<file path="src/rtl/fft_io_sched_pkg.sv">
// Shared definitions for the FFT host-side I/O sequencer: default geometry,
// RAM read latency, the sequencer state encoding and a bank-select helper.
package fft_io_sched_pkg;

  localparam int DEF_N_POINT = 2048;
  localparam int DEF_A_BIT   = 9;
  localparam int DEF_D_BIT   = 16;
  localparam int DEF_O_BIT   = 17;
  localparam int DEF_RD_LAT  = 1;

  typedef enum logic [2:0] {
    ST_LOAD  = 3'd0,
    ST_START = 3'd1,
    ST_WAIT  = 3'd2,
    ST_FETCH = 3'd3,
    ST_EMIT  = 3'd4
  } state_t;

  // One-hot write enable for the bank that owns a given sample index
  function automatic logic [3:0] bankWe(input logic [1:0] bank);
    bankWe = 4'b0001 << bank;
  endfunction

endpackage

</file>
<file path="src/rtl/fft_io_serializer.sv">
// Output side of the sequencer: holds the four bank words read for one
// address and presents them one by one on a valid/ready stream, bank 0 first.
module fft_io_serializer
  import fft_io_sched_pkg::*;
#(
  parameter int O_BIT = DEF_O_BIT
) (
  input  logic             iCLK,
  input  logic             iRESET,
  input  logic             iCLR,
  input  logic             iLOAD,
  input  logic             iLAST_ADDR,
  input  logic [O_BIT-1:0] iHOLD_0,
  input  logic [O_BIT-1:0] iHOLD_1,
  input  logic [O_BIT-1:0] iHOLD_2,
  input  logic [O_BIT-1:0] iHOLD_3,
  input  logic             iM_READY,
  output logic [O_BIT-1:0] oM_DATA,
  output logic             oM_VALID,
  output logic             oM_LAST,
  output logic             oDONE
);

  logic [O_BIT-1:0] r_hold [4];
  logic [1:0]       r_sel;
  logic             r_valid;
  logic             r_last;
  logic [O_BIT-1:0] r_data;

  logic             w_fire;
  logic [1:0]       w_nextSel;

  assign w_fire    = r_valid && iM_READY;
  assign w_nextSel = r_sel + 2'd1;

  // Done means the fourth word of this address has just been accepted
  assign oDONE    = w_fire && (r_sel == 2'd3);
  assign oM_DATA  = r_data;
  assign oM_VALID = r_valid;
  assign oM_LAST  = r_last;

  // Capture a fresh address worth of data, then step through it per handshake
  always_ff @(posedge iCLK or negedge iRESET) begin
    if (!iRESET) begin
      for (int i = 0; i < 4; i++) r_hold[i] <= '0;
      r_sel   <= 2'd0;
      r_valid <= 1'b0;
      r_last  <= 1'b0;
      r_data  <= '0;
    end else if (iCLR) begin
      for (int i = 0; i < 4; i++) r_hold[i] <= '0;
      r_sel   <= 2'd0;
      r_valid <= 1'b0;
      r_last  <= 1'b0;
      r_data  <= '0;
    end else if (iLOAD) begin
      r_hold[0] <= iHOLD_0;
      r_hold[1] <= iHOLD_1;
      r_hold[2] <= iHOLD_2;
      r_hold[3] <= iHOLD_3;
      r_data    <= iHOLD_0;
      r_sel     <= 2'd0;
      r_valid   <= 1'b1;
      r_last    <= 1'b0;
    end else if (w_fire) begin
      if (r_sel == 2'd3) begin
        r_sel   <= 2'd0;
        r_valid <= 1'b0;
        r_last  <= 1'b0;
      end else begin
        r_sel  <= w_nextSel;
        r_data <= r_hold[w_nextSel];
        r_last <= iLAST_ADDR && (r_sel == 2'd2);
      end
    end
  end

endmodule

</file>
<file path="src/rtl/fft_io_sched.sv">
// Host-side sequencer for the 4-bank radix-4 FFT core: scatters an input
// sample stream over the four banks, starts the core, waits for completion
// and streams the four result banks back out in memory order.
module fft_io_sched
  import fft_io_sched_pkg::*;
#(
  parameter int N_POINT = DEF_N_POINT,
  parameter int A_BIT   = DEF_A_BIT,
  parameter int D_BIT   = DEF_D_BIT,
  parameter int O_BIT   = DEF_O_BIT,
  parameter int RD_LAT  = DEF_RD_LAT
) (
  input  logic             iCLK,
  input  logic             iRESET,
  input  logic             iCLR,
  input  logic [D_BIT-1:0] iS_DATA,
  input  logic             iS_VALID,
  output logic             oS_READY,
  output logic [D_BIT-1:0] oDATA,
  output logic [A_BIT-1:0] oADDR_WR,
  output logic [3:0]       oWE,
  output logic [A_BIT-1:0] oADDR_RD,
  output logic             oSTART,
  input  logic             iFFT_RDY,
  input  logic [O_BIT-1:0] iDATA_RE_0,
  input  logic [O_BIT-1:0] iDATA_RE_1,
  input  logic [O_BIT-1:0] iDATA_RE_2,
  input  logic [O_BIT-1:0] iDATA_RE_3,
  output logic [O_BIT-1:0] oM_DATA,
  output logic             oM_VALID,
  input  logic             iM_READY,
  output logic             oM_LAST,
  output logic             oBUSY
);

  localparam int IN_W  = A_BIT + 2;
  localparam int LAT_W = (RD_LAT < 1) ? 1 : $clog2(RD_LAT + 1);

  localparam logic [A_BIT-1:0] LAST_ADDR   = A_BIT'(N_POINT / 4 - 1);
  localparam logic [IN_W-1:0]  LAST_SAMPLE = IN_W'(N_POINT - 1);
  localparam logic [LAT_W-1:0] LAT_END     = LAT_W'(RD_LAT);

  state_t           r_state;
  state_t           w_next;

  logic             r_sReady;
  logic             r_busy;
  logic             r_start;
  logic [D_BIT-1:0] r_data;
  logic [3:0]       r_we;
  logic [A_BIT-1:0] r_addrWr;
  logic [IN_W-1:0]  r_inCnt;
  logic [A_BIT-1:0] r_addrRd;
  logic [LAT_W-1:0] r_lat;
  logic             r_rdyQ;
  logic             r_rdyPrev;

  logic             w_accept;
  logic             w_lastSample;
  logic             w_rdyRise;
  logic             w_capture;
  logic             w_done;
  logic             w_lastAddr;

  assign w_accept     = iS_VALID && r_sReady && (r_state == ST_LOAD);
  assign w_lastSample = w_accept && (r_inCnt == LAST_SAMPLE);
  assign w_rdyRise    = r_rdyQ && !r_rdyPrev;
  assign w_capture    = (r_state == ST_FETCH) && (r_lat == LAT_END);
  assign w_lastAddr   = (r_addrRd == LAST_ADDR);

  assign oS_READY = r_sReady;
  assign oBUSY    = r_busy;
  assign oSTART   = r_start;
  assign oDATA    = r_data;
  assign oWE      = r_we;
  assign oADDR_WR = r_addrWr;
  assign oADDR_RD = r_addrRd;

  // Next-state decision; abort overrides everything and returns to LOAD
  always_comb begin
    w_next = r_state;
    case (r_state)
      ST_LOAD:  if (w_lastSample) w_next = ST_START;
      ST_START: w_next = ST_WAIT;
      ST_WAIT:  if (w_rdyRise) w_next = ST_FETCH;
      ST_FETCH: if (w_capture) w_next = ST_EMIT;
      ST_EMIT:  if (w_done) w_next = w_lastAddr ? ST_LOAD : ST_FETCH;
      default:  w_next = ST_LOAD;
    endcase
    if (iCLR) w_next = ST_LOAD;
  end

  // State register
  always_ff @(posedge iCLK or negedge iRESET) begin
    if (!iRESET) r_state <= ST_LOAD;
    else         r_state <= w_next;
  end

  // Status outputs follow the upcoming state so they are registered yet timely
  always_ff @(posedge iCLK or negedge iRESET) begin
    if (!iRESET) begin
      r_sReady <= 1'b0;
      r_busy   <= 1'b0;
      r_start  <= 1'b0;
    end else begin
      r_sReady <= (w_next == ST_LOAD);
      r_busy   <= (w_next != ST_LOAD);
      r_start  <= (r_state == ST_START) && !iCLR;
    end
  end

  // Scatter accepted samples round-robin across the banks, one write per sample
  always_ff @(posedge iCLK or negedge iRESET) begin
    if (!iRESET) begin
      r_inCnt  <= '0;
      r_data   <= '0;
      r_we     <= 4'b0000;
      r_addrWr <= '0;
    end else if (iCLR) begin
      r_inCnt  <= '0;
      r_data   <= '0;
      r_we     <= 4'b0000;
      r_addrWr <= '0;
    end else if (w_accept) begin
      r_data   <= iS_DATA;
      r_we     <= bankWe(r_inCnt[1:0]);
      r_addrWr <= r_inCnt[IN_W-1:2];
      r_inCnt  <= r_inCnt + IN_W'(1);
    end else begin
      r_we     <= 4'b0000;
    end
  end

  // Read address and RAM latency counter for the readout phase
  always_ff @(posedge iCLK or negedge iRESET) begin
    if (!iRESET) begin
      r_addrRd <= '0;
      r_lat    <= '0;
    end else if (iCLR) begin
      r_addrRd <= '0;
      r_lat    <= '0;
    end else begin
      case (r_state)
        ST_FETCH: r_lat <= w_capture ? '0 : r_lat + LAT_W'(1);
        ST_EMIT: begin
          if (w_done) r_addrRd <= w_lastAddr ? '0 : r_addrRd + A_BIT'(1);
        end
        default: r_lat <= '0;
      endcase
    end
  end

  // Register the core completion flag and keep its previous value for edge detect
  always_ff @(posedge iCLK or negedge iRESET) begin
    if (!iRESET) begin
      r_rdyQ    <= 1'b0;
      r_rdyPrev <= 1'b0;
    end else begin
      r_rdyQ    <= iFFT_RDY;
      r_rdyPrev <= r_rdyQ;
    end
  end

  fft_io_serializer #(
    .O_BIT(O_BIT)
  ) uSerializer (
    .iCLK      (iCLK),
    .iRESET    (iRESET),
    .iCLR      (iCLR),
    .iLOAD     (w_capture),
    .iLAST_ADDR(w_lastAddr),
    .iHOLD_0   (iDATA_RE_0),
    .iHOLD_1   (iDATA_RE_1),
    .iHOLD_2   (iDATA_RE_2),
    .iHOLD_3   (iDATA_RE_3),
    .iM_READY  (iM_READY),
    .oM_DATA   (oM_DATA),
    .oM_VALID  (oM_VALID),
    .oM_LAST   (oM_LAST),
    .oDONE     (w_done)
  );

endmodule

</file>
<file path="config.mk">
export PLATFORM = sky130hd
export DESIGN_NAME = fft_io_sched
export DESIGN_NICKNAME = d
export VERILOG_FILES = /design/src/rtl/fft_io_sched_pkg.sv /design/src/rtl/fft_io_serializer.sv /design/src/rtl/fft_io_sched.sv
export SDC_FILE = /design/constraint.sdc
export NUM_CORES = 1
export LEC_CHECK = 0
export ABC_AREA = 1
export CORE_MARGIN = 2
export CORE_UTILIZATION = 45
export CTS_CLUSTER_SIZE = 28
export DETAILED_ROUTE_END_ITERATION = 6
export GPL_TIMING_DRIVEN = 0
export PLACE_DENSITY = 0.72
export SYNTH_ARGS = -nofsm -noshare
export SYNTH_HDL_FRONTEND = slang
export SYNTH_HIERARCHICAL = 1
export SYNTH_SLANG_ARGS = --single-unit
</file>
<file path="constraint.sdc">
create_clock -name iCLK -period 4.2 [get_ports iCLK]
set_clock_uncertainty 0.1 [all_clocks]
set_input_delay 0.84 -clock iCLK [delete_from_list [all_inputs] [get_ports iCLK]]
set_output_delay 0.84 -clock iCLK [all_outputs]
set_load 0.01 [all_outputs]
</file>
==> flow_summary_export.csv <==
group,metric,value,unit
run_status,status,"complete, no violations",
clock_tree,clk_pin_slew_worst_paths,0.06,ns
min_path,hp-start,"r_rdyQ",
clock_tree,numCtsBuffers,17,
yosys,synthAdderAreaFrac,1.43,%
global_route,grt_max_degree,79,
floorplanning,die_h,129,µm
routing,via_per_inst,5.01,
place,place_area,8740,µm²
timing,fin_setup_tns,0,ns
critical_path,arrival,2.79,ns
yosys,synth_top_area_share,52.6,%
pwr,vdd_drop_max,0.000275,V
final_layout,design_area,9410,µm²
timing,post-route-period-util,60.3,%
yosys,yosysWarnings,6,
timing,slew_violations,0,
place,preCtsSetupSlack,1.63,ns
final_layout,diodes,0,
yosys,synth_compound_area_share,9.69,%
routing,drt.antenna.violating_nets,0,
timing,rsz0062_at_grt,"false",
pwr,power_leakage,4.50,nW
yosys,synthMuxAreaShare,0,%
clock_tree,worstSkewPairLatency,0.43,ns
floorplanning,fp-row-count,45,
yosys,synth.distinct_cells,29,
global_route,grt_usage,23.3,%
critical_path,path_class,"reg -> reg",
yosys,synth_flop_cell,"dfrtp_1",
yosys,synth_top_family_by_area,"simple AND/OR/NAND/NOR gates",
floorplanning,start_util,46.0,%
yosys,synthTopCellsByCount,"244 x nand2_1, 147 x dfrtp_1, 127 x inv_1, 76 x nor2_1",
clock_tree,cts_tree,"built",
yosys,synth.cell_area,6990,µm²
timing,fmax,0.395,GHz
final_layout,area_growth,34.6,%
floorplanning,pin_count,150,
place,dp.final_hpwl,13000,µm
critical_path,endpoint_kind,"register",
clock_tree,holdBufCountCts,0,
pwr,p_per_area,374,nW/µm²
clock_tree,cts.repair_timing.setup_buffer_count,0,
timing,relSlewSlack,55.0,%
yosys,ys_ff_latch,147,
yosys,syn_inst,874,
timing,period_minus_slack,2.53,ns
place,gp_congestion,0.826,
critical_path,cp-startpoint,"uSerializer/r_sel[0]",
critical_path,cp-start-kind,"register",
yosys,syn_nets,972,
routing,drt_iter0_markers,551,
clock_tree,cts_root_buffer,"clkbuf_16",
yosys,synth.area.top_cells,"dfrtp_1 53%, nand2_1 13%, inv_1 6.8%",
yosys,synth-edff-count,0,
timing,setup_viol,0,
clock_tree,cts.sinks,147,
global_route,grt_pass1_vias,5980,
floorplanning,core_region_area,15200,µm²
yosys,synth.avg_cell_area,8.00,µm²
critical_path,critical_path_required,4.45,ns
routing,wl_per_cell,14.9,µm
yosys,async_flop_share,100,%
timing,hold_viol_final,0,
min_path,hold_class,"reg -> reg",
yosys,yosysTopAreaCell,"dfrtp_1",
routing,drc_errors,0,
floorplanning,dieArea,16500,µm²
routing,routed_wl,18600,µm
timing,worst_slew_pin_slew,0.674,ns
timing,fin_hold_ws,0.282,ns
flow_run,maxCapViolCount,0,
critical_path,worstPathMaxFanout,10,
critical_path,reg2reg_from,"uSerializer/r_sel[0]",
global_route,grt_pass1_wl,30000,µm
routing,vias,6223,
yosys,synthSimpleGateAreaFrac,25.6,%
final_layout,final_nets,1141,
global_route,grt.overflow.total,0,
floorplanning,die_w,129,µm
clock_tree,ctsHtreeMaxLevel,4,
yosys,ys_seq_area_share,52.6,%
place,portBuffers,149,
clock_tree,clockBufferDepth,2,
timing,worst_slack,1.67,ns
final_layout,fin_util,61.9,%
final_layout,drive_gt1_share,9.00,%
global_route,antenna_found_initial,0,
yosys,yosysMostFrequentCell,"nand2_1",
yosys,synth-xor-area-share,0,%
routing,first_pass_iters,5,
clock_tree,cts_resized,0,
[per-stage QoR]
stage	cells	power, mW
final	1243	3.52
after floorplan	874	1.61
after detailed placement	1212	1.82
after global routing	1243	3.64
after CTS	1243	3.54
after global placement	1211	1.81
[sequential cells by signal, summed over array words and instances (netlist names), 2 cells and up]
register,flops
r_state,3
oADDR_WR,9
oWE,4
uSerializer/r_hold,68
oADDR_RD,9
uSerializer/r_sel,2
uSerializer/oM_DATA,17
oDATA,16
r_inCnt,11
[area by class of cell]
cell class,count,area [µm²]
sequential,147,3680
timing repair buffer,150,1520
fill,1377,5790
buffer,38,230
tap,188,235
clock inverter,9,201
inverter,136,515
clock buffer,22,464
multi-input combinational,553,2560
[cell usage in the layout (no fill, tap or decap), drive strengths merged]
| master | instances |
|---|---|
| clkdlybuf4s50 | 148 |
| dfrtp | 147 |
| clkbuf | 32 |
| o21ai | 76 |
| nor3 | 7 |
| clkinvlp | 1 |
| nand2 | 248 |
| nand4 | 4 |
| a22o | 2 |
| bufinv | 6 |
| clkinv | 2 |
| ha | 8 |
| inv | 136 |
| o31ai | 2 |
| a21oi | 28 |
| nand3 | 72 |
| nor2 | 90 |
| o22ai | 16 |
| buf | 30 |
[critical path: stages, from the launching register on]
cell and delay, ns:
dfrtp_1 0.37, buf_2 0.20, inv_2 0.14, buf_2 0.25, ha_1 0.26, buf_2 0.20, inv_2 0.16, buf_2 0.26
nand3_1 0.20, nand2_1 0.11, nand2_1 0.07, a21oi_2 0.14
[layer usage]
metal  vias up  global-route usage (%)  part of all wire [%]
met1      2906                    33.1                    46
met4         0                    7.03                   1.6
met3        29                    5.49                   6.6
li1       3056                       -                     -
met2       232                    35.8                    46
met5         -                       0                     0
[cell families (layout without fill, tap and decap cells)]
family,Yosys count,in the layout
flip-flops,147,147
adder cells (fa/ha/maj),8,8
buffers and inverters,174,355
AND/OR/NAND/NOR,421,421
AO/OA/AOI/OAI,124,124
[path summary, 6_finish.rpt]
check,end,slack (ns),cells past startpoint
setup reg to reg,uSerializer/oM_DATA[9],1.67,11
hold / removal,r_rdyPrev,0.28,0
max in group asynchronous,uSerializer/r_hold[41],2.88,2
min in group asynchronous,oDATA[0],0.33,1
hold reg to reg,r_rdyPrev,0.28,0
setup / recovery,uSerializer/oM_DATA[9],1.67,11
[where the power goes]
group	total, mW	internal (mW)	switching [mW]
Clock	1.73	1.14	0.586
Sequential	1.47	1.45	0.0244
Combinational	0.317	0.160	0.156
Total	3.52	2.75	0.767
No activity file was read; power rests on OpenSTA's default activity.
